**src/rtl/shift_reg_sipo_rx_if.sv**
```systemverilog
// Serial-in / parallel-out receiver bus.
// The master side drives serial bits, the abort strobe and the consumer
// acceptance signal. The slave side (the receiver) returns the assembled
// word and its status flags.
interface shift_reg_sipo_rx_if #(
   parameter int WIDTH = 4
);
   logic             sdi;
   logic             sdi_en;
   logic             clear;
   logic             q_ready;
   logic [WIDTH-1:0] q;
   logic             q_valid;
   logic             busy;
   logic             overrun;
   logic             par_err;

   modport master (
      output sdi, sdi_en, clear, q_ready,
      input  q, q_valid, busy, overrun, par_err
   );

   modport slave (
      input  sdi, sdi_en, clear, q_ready,
      output q, q_valid, busy, overrun, par_err
   );
endinterface

```
**src/rtl/shift_reg_sipo_rx.sv**
```systemverilog
// Serial-in / parallel-out receiver with a single-entry output hold register.
// Bits are accepted on sdi_en strobes and shifted into r_sr. A completed
// frame is copied into r_q, and r_q_valid marks it as undelivered until
// the consumer takes it with q_ready. A frame that completes while the
// previous word is still undelivered is dropped and the sticky overrun
// flag is raised.
// Build option: define SIPO_PARITY_EN to append an even-parity bit to every
// frame and report mismatches on par_err. Without it, par_err is tied to 0.
module shift_reg_sipo_rx #(
   parameter int WIDTH     = 4,
   parameter int MSB_FIRST = 1
) (
   input logic                clk,
   input logic                reset,
   shift_reg_sipo_rx_if.slave bus
);

   localparam int CW = $clog2(WIDTH + 1);

`ifdef SIPO_PARITY_EN
   typedef enum logic {RX_DATA, RX_PARITY} rx_state_t;
`else
   typedef enum logic [0:0] {RX_DATA} rx_state_t;
`endif

   rx_state_t        r_state;
   logic [WIDTH-1:0] r_sr;
   logic [CW-1:0]    r_count;
   logic             r_busy;
   logic [WIDTH-1:0] r_q;
   logic             r_q_valid;
   logic             r_overrun;

   logic [WIDTH-1:0] w_sr_next;
   logic             w_last_data;
   logic             w_complete;
   logic [WIDTH-1:0] w_word;

   // Shift direction is fixed by the MSB_FIRST parameter at elaboration time.
   if (MSB_FIRST != 0) begin : g_msb_first
      assign w_sr_next = {r_sr[WIDTH-2:0], bus.sdi};
   end else begin : g_lsb_first
      assign w_sr_next = {bus.sdi, r_sr[WIDTH-1:1]};
   end

   // The current strobe carries the final data bit of the frame.
   assign w_last_data = (r_state == RX_DATA) && (r_count == CW'(WIDTH - 1));

`ifdef SIPO_PARITY_EN
   logic r_par_err;
   logic w_par_bad;

   // The frame ends on the parity bit. The data bits already sit in r_sr.
   assign w_complete = bus.sdi_en && !bus.clear && (r_state == RX_PARITY);
   assign w_word     = r_sr;
   assign w_par_bad  = (^r_sr) ^ bus.sdi;
   assign bus.par_err = r_par_err & r_q_valid;
`else
   // The frame ends on the last data bit. The word is the post-shift value.
   assign w_complete = bus.sdi_en && !bus.clear && w_last_data;
   assign w_word     = w_sr_next;
   assign bus.par_err = 1'b0;
`endif

   assign bus.q       = r_q;
   assign bus.q_valid = r_q_valid;
   assign bus.busy    = r_busy;
   assign bus.overrun = r_overrun;

   // Receive FSM, shift register, bit counter and output hold register.
   // NOTE: every register here uses non-blocking assignment. Each branch then
   // reads the pre-edge values, so the order of statements inside the block
   // does not matter.
   always_ff @(posedge clk) begin
      if (reset) begin
         r_state   <= RX_DATA;
         r_sr      <= '0;
         r_count   <= '0;
         r_busy    <= 1'b0;
         r_q       <= '0;
         r_q_valid <= 1'b0;
         r_overrun <= 1'b0;
`ifdef SIPO_PARITY_EN
         r_par_err <= 1'b0;
`endif
      end else begin
         // Receive side: clear aborts the partial frame and wins over sdi_en.
         if (bus.clear) begin
            r_state   <= RX_DATA;
            r_sr      <= '0;
            r_count   <= '0;
            r_busy    <= 1'b0;
            r_overrun <= 1'b0;
         end else if (bus.sdi_en) begin
            case (r_state)
               RX_DATA: begin
                  r_sr <= w_sr_next;
                  if (w_last_data) begin
`ifdef SIPO_PARITY_EN
                     r_state <= RX_PARITY;
                     r_count <= r_count + CW'(1);
                     r_busy  <= 1'b1;
`else
                     r_count <= '0;
                     r_busy  <= 1'b0;
`endif
                  end else begin
                     r_count <= r_count + CW'(1);
                     r_busy  <= 1'b1;
                  end
               end
`ifdef SIPO_PARITY_EN
               RX_PARITY: begin
                  r_state <= RX_DATA;
                  r_count <= '0;
                  r_busy  <= 1'b0;
               end
`endif
               default: begin
                  r_state <= RX_DATA;
               end
            endcase
         end

         // Delivery side: a word loads if the holder is empty or is being
         // emptied on this edge. Otherwise the new word is lost and flagged.
         if (w_complete) begin
            if (!r_q_valid || bus.q_ready) begin
               r_q       <= w_word;
               r_q_valid <= 1'b1;
`ifdef SIPO_PARITY_EN
               r_par_err <= w_par_bad;
`endif
            end else begin
               r_overrun <= 1'b1;
            end
         end else if (r_q_valid && bus.q_ready) begin
            r_q_valid <= 1'b0;
         end
      end
   end

endmodule

```
**src/flat_wrapper.sv**
```systemverilog
// flat-port wrapper written by rule: the top's interface ports become plain ports
module shift_reg_sipo_rx_flat 
#(
   parameter int WIDTH     = 4,
   parameter int MSB_FIRST = 1
)
  (clk, reset, bus_sdi, bus_sdi_en, bus_clear, bus_q_ready, bus_q, bus_q_valid, bus_busy, bus_overrun, bus_par_err);
  shift_reg_sipo_rx_if #(.WIDTH(WIDTH)) bus_i ();
  input logic clk;
  input logic reset;
  input wire logic [$bits(bus_i.sdi)-1:0] bus_sdi;
  input wire logic [$bits(bus_i.sdi_en)-1:0] bus_sdi_en;
  input wire logic [$bits(bus_i.clear)-1:0] bus_clear;
  input wire logic [$bits(bus_i.q_ready)-1:0] bus_q_ready;
  output wire logic [$bits(bus_i.q)-1:0] bus_q;
  output wire logic [$bits(bus_i.q_valid)-1:0] bus_q_valid;
  output wire logic [$bits(bus_i.busy)-1:0] bus_busy;
  output wire logic [$bits(bus_i.overrun)-1:0] bus_overrun;
  output wire logic [$bits(bus_i.par_err)-1:0] bus_par_err;
  assign bus_i.sdi = bus_sdi;
  assign bus_i.sdi_en = bus_sdi_en;
  assign bus_i.clear = bus_clear;
  assign bus_i.q_ready = bus_q_ready;
  assign bus_q = bus_i.q;
  assign bus_q_valid = bus_i.q_valid;
  assign bus_busy = bus_i.busy;
  assign bus_overrun = bus_i.overrun;
  assign bus_par_err = bus_i.par_err;
  shift_reg_sipo_rx #(.WIDTH(WIDTH), .MSB_FIRST(MSB_FIRST)) u_core (.clk(clk), .reset(reset), .bus(bus_i));
endmodule
```
**config.mk**
```make
export PLATFORM = sky130hd
export DESIGN_NAME = shift_reg_sipo_rx_flat
export DESIGN_NICKNAME = d
export VERILOG_FILES = /design/src/rtl/shift_reg_sipo_rx_if.sv /design/src/rtl/shift_reg_sipo_rx.sv /design/src/flat_wrapper.sv
export SDC_FILE = /design/constraint.sdc
export NUM_CORES = 1
export LEC_CHECK = 0
export ABC_AREA = 1
export BUFFER_PORTS_ARGS = -buffer_cell sky130_fd_sc_hd__clkbuf_2
export CORE_AREA = 2 2 39 41
export CTS_CLUSTER_SIZE = 14
export DETAILED_ROUTE_END_ITERATION = 8
export DIE_AREA = 0 0 41 43
export GPL_TIMING_DRIVEN = 0
export PLACE_DENSITY_LB_ADDON = 0.05
export SLEW_MARGIN = 5
export SYNTH_ARGS = -nofsm -noshare
export SYNTH_HDL_FRONTEND = slang
export SYNTH_SLANG_ARGS = --single-unit
```
**constraint.sdc**
```tcl
create_clock -name clk -period 1.1 [get_ports clk]
set_clock_uncertainty 0.05 [all_clocks]
set_input_delay 0.22 -clock clk [delete_from_list [all_inputs] [get_ports clk]]
set_output_delay 0.22 -clock clk [all_outputs]
set_load 0.005 [all_outputs]
```
# == Word level (Yosys, flattened, before mapping) ==
# Cells that the tools add are included.
# op_classes
addsub,1
eq_ne,2
n_mux,8
reduce_logical,10
# op_table
cell,n
1-bit 2-to-1 mux,7
2-bit AND reduction,2
"3-bit by 1-bit adder with 3-bit output, second input constant",1
"3-bit by 2-bit == test with 1-bit output, second input constant",1
1-bit logical AND,3
3-bit 2-to-1 mux,1
1-bit logical NOT,2
"2-bit inequality test, second input constant",1
2-bit nonzero test,1
2-bit OR reduction,1
1-bit logical OR,1
# word_totals
reg_bits,13
inputBits,6
output_inout_bits,8
elab_cells,27

# == Logic depth before layout (Yosys ltp) ==
# logic_depth
depth_word,5
ltp_mapped,7

# == Least setup slack after synthesis ==
# OpenSTA, ideal clock, no wires.
# synth_timing
path_type,register to register
startpoint,reg u_core.r_count[0]
endpoint,"reg u_core.r_q[0], in the netlist u_core.bus.q[0]"
arrival_time_ns,0.833
required_time_ns,0.937
slack_ns,0.104
stages_incl_launch_ff,7
synth_period_minus_slack_ns,0.996
cell_sequence,dfxtp_1 > ha_1 > nand2_2 > inv_2 > nand3_4 > nor2_1 > nor2_1
# synth_via
elab_chain_cells,3
# synth_lines
item,line_no,rtl
from (decl),shift_reg_sipo_rx.sv:28,logic [CW-1:0] r_count;
from (signal assigned),shift_reg_sipo_rx.sv:108,r_count <= r_count + CW'(1);
3-bit by 2-bit == test with 1-bit output,shift_reg_sipo_rx.sv:47,assign w_last_data = (r_state == RX_DATA) && (r_count == CW'(WIDTH - 1));
1-bit logical AND,shift_reg_sipo_rx.sv:60,assign w_complete = bus.sdi_en && !bus.clear && w_last_data;
2-bit AND reduction (no source line),-,
to (signal assigned),shift_reg_sipo_rx.sv:129,r_q <= w_word;
to (decl),shift_reg_sipo_rx.sv:30,logic [WIDTH-1:0] r_q;
# No other way between the ends.
# A chain may end at the register's enable or synchronous reset.

# == Worst setup path after layout ==
# layout_timing
startpoint,reg u_core.r_count[0]
endpoint,"reg u_core.r_q[1], in the netlist u_core.bus.q[1]"
# The elaborated chain is that of the path after synthesis.

==> flow_summary_export.csv <==
group,metric,value,unit
global_route,grt_antenna_before_repair,0,
placement,port_buffers,12,
finish,area_growth_syn_to_layout,29.6,%
setup_path,cp_cell_sequence,"ha_4, nand2_4, inv_6, nand3_4, nor2_1, nor2_1",
logic_synthesis,ys_ff_latch,13,
sta,hold_viol_final,0,
routing,wl,1030,µm
floorplan,io_pins,14,
floorplan,fp.dieH,43,µm
setup_path,cp_num_cells,6,
finish,drive_above_1_share,30.7,%
routing,drt_first_iter_violations,6,
setup_path,r2r_end,"u_core.bus.q[1]",
global_route,grt_pass1_wl,1570,µm
setup_path,path_class,"reg -> reg",
placement,placed_cell_area,609,µm²
floorplan,die-area,0.00176,mm²
setup_path,slowest_delay,360,ps
power_and_ir_drop,intPower,0.635,mW
global_route,use_met2,17.8,%
logic_synthesis,synth.yosys.warnings,0,
logic_synthesis,yosys.area.top_type,"dfxtp_1",
global_route,grt_pass1_vias,393,
logic_synthesis,syn_nets,78,
sta,setup_viol,0,
power_and_ir_drop,pwr-share-seq,58.2,%
floorplan,core,0.00138,mm²
sta,hold_slack,93.6,ps
setup_path,arrival,1190,ps
routing,num_vias,475,
global_route,grt_max_degree,8,
finish,fin_nets,96,
sta,fmax,935,MHz
setup_path,critPathMostFrequentCell,"nor2_1",
setup_path,cp_top_family,"flip-flops",
power_and_ir_drop,p_per_area,1210,mW/mm²
placement,dp_slack,11.4,ps
global_route,overflow,0,
floorplan,num_rows,14,
finish,num-fill-cells,138,
sta,rsz0062_at_grt,"yes",
run,cap_viol_max_count,0,
setup_path,worstReg2RegStart,"u_core.r_count[0]",
cts,cts_tree,"done",
sta,finalCritPeriodShare,97.2,%
power_and_ir_drop,p_switching,0.191,mW
logic_synthesis,post_synth.cell_area_avg,7.45,µm²
routing,wl_per_cell,9.92,µm
finish,mostFrequentLayoutCell,"nand2_1",
outcome,status,"completed",
cts,insertion_delay,270,ps
logic_synthesis,synth_area_leaders,"dfxtp_1 49%, nand2_1 15%, inv_1 7.1%",
setup_path,worstSetupEndpointType,"register",
power_and_ir_drop,finalPower,0.827,mW
finish,n_antenna_cell,0,
finish,regArea,263,µm²
sta,drv_slew,0,
power_and_ir_drop,pwr-share-comb,6.3,%
min_path,hold_class,"in -> reg",
power_and_ir_drop,clock_power_share,35.6,%
finish,stdcell_area,686,µm²
logic_synthesis,synth-seq-area-share,49.2,%
setup_path,cp.required,1220,ps
setup_path,path_max_fanout,5,
cts,clkTransAtPathRegs,80,ps
cts,postCtsHoldBufs,0,
finish,layout_common_cells,"20 x nand2_1, 12 x clkbuf_2, 11 x dfxtp_1",
finish,multi_input_area,263,µm²
setup_path,path_buf_inv,1,
global_route,grt_use_met3,3.14,%
logic_synthesis,ys_types,15,
cts,cts-root-buf,"clkbuf_4",
power_and_ir_drop,vdd_ir_drop_max,0.747,mV
setup_path,startpoint_type,"register",
global_route,grt_busiest_layer,"met1",
setup_path,slowest_stage,"dfxtp_2",
routing,ant_nets,0,
setup_path,rrSetupSlack,30,ps
global_route,grt_usage,13.2,%
min_path,holdPathStages,2,
setup_path,crit_path_end,"u_core.bus.q[1]",
cts,cts.sinks,13,
setup_path,crit_start,"u_core.r_count[0]",
cts,cts_made_buffers,3,
logic_synthesis,postSynthCellCount,71,
cts,htree_levels,1,
global_route,met1_usage,18.4,%
placement,dp_hpwl,681,µm
logic_synthesis,synth_top_area_share,49.2,%
routing,drc,0,
sta,setup_ws,30.6,ps
routing,firstDrtPassIters,3,
routing,drt-vias-per-instance,4.57,
sta,timing.final.crit_period,1070,ps
floorplan,die_w,41,µm
power_and_ir_drop,swShare,23.2,%
placement,place.gp.congestion,0.661,
cts,clock_path_buffers,2,
logic_synthesis,netlist_area,529,µm²
power_and_ir_drop,leakage,0.319,nW
setup_path,rr_worst_depth,6,
finish,utilization,49.5,%
cts,cts_setup_buffers,0,
floorplan,start_util,38.2,%
-- sequential cells by signal, indices dropped and copies added (netlist names) --
name	cells
u_core.bus.busy	1
u_core.r_count	3
u_core.r_sr	3
u_core.bus.q_valid	1
u_core.bus.q	4
u_core.bus.overrun	1
-- stage by stage --
stage | std cells | setup TNS (ps)
after floorplan | 71 | 0
after global placement | 99 | 0
after detailed placement | 99 | 0
after CTS | 104 | 0
after global routing | 104 | -59.9
final | 104 | 0
-- cell families after synthesis --
| logic type | synth area share, % |
|---|---|
| AOI/OAI and AO/OA | 8.51 |
| adders and majority gates | 2.36 |
| buffers and inverters | 9.22 |
| DFF | 49.2 |
| other | 0.709 |
| and+or+nand+nor | 30.0 |
-- repair_timing --
action                                  4_1_cts  5_1_grt
gates cloned                                  1        0
gates resized for setup                       1       10
hold endpoints to repair                      0        0
endpoints found under the setup margin        4        5
pin swaps                                     0        1
-- power groups by stage --
stage	clock, mW	sequential (mW)	combinational, mW
floorplan	0	0.490	0.0251
global placement	0	0.490	0.0467
detailed placement	0	0.490	0.0468
CTS	0.302	0.479	0.0491
global route	0.325	0.482	0.0583
finish	0.294	0.481	0.0518
-- layout make-up --
cell class / count / share of cell area (%)
Inverter: 11 / 6.75
Buffer: 1 / 1.09
Sequential cell: 13 / 38.3
Timing Repair Buffer: 12 / 8.76
Multi-Input combinational cell: 47 / 38.3
Tap cell: 16 / 2.92
Clock buffer: 4 / 3.83
-- metal layers --
| layer | routed length, µm | vias up |
|---|---|---|
| li1 | - | 254 |
| met5 | 0 | - |
| met4 | 10 | 0 |
| met2 | 483 | 9 |
| met1 | 485 | 210 |
| met3 | 52 | 2 |
-- how the worst min path moves through the flow --
stage	from	to	slack, ps
after floorplan	reset	u_core.bus.q_valid	240
after global placement	reset	u_core.bus.q_valid	390
after detailed placement	reset	u_core.bus.q_valid	380
after CTS	reset	u_core.bus.q_valid	90
after global routing	reset	u_core.bus.q_valid	80
final	reset	u_core.bus.q_valid	90
-- worst register-to-register path: stages, from the launching register on --
cell and delay [ps]:
dfxtp_2 360, ha_4 150, nand2_4 60, inv_6 80, nand3_4 100, nor2_1 120, nor2_1 60
-- cell usage after synthesis --
cell type  instances
buf_4              1
conb_1             1
o21ai_0            2
nor3_1             1
nand2_2            1
nand4_1            1
a21oi_1            7
inv_1             10
nand2_1           21
ha_1               1
inv_2              1
nor2_1             9
dfxtp_1           13
nand3_4            1
nor2_4             1
(Power assumes the default switching activity.)
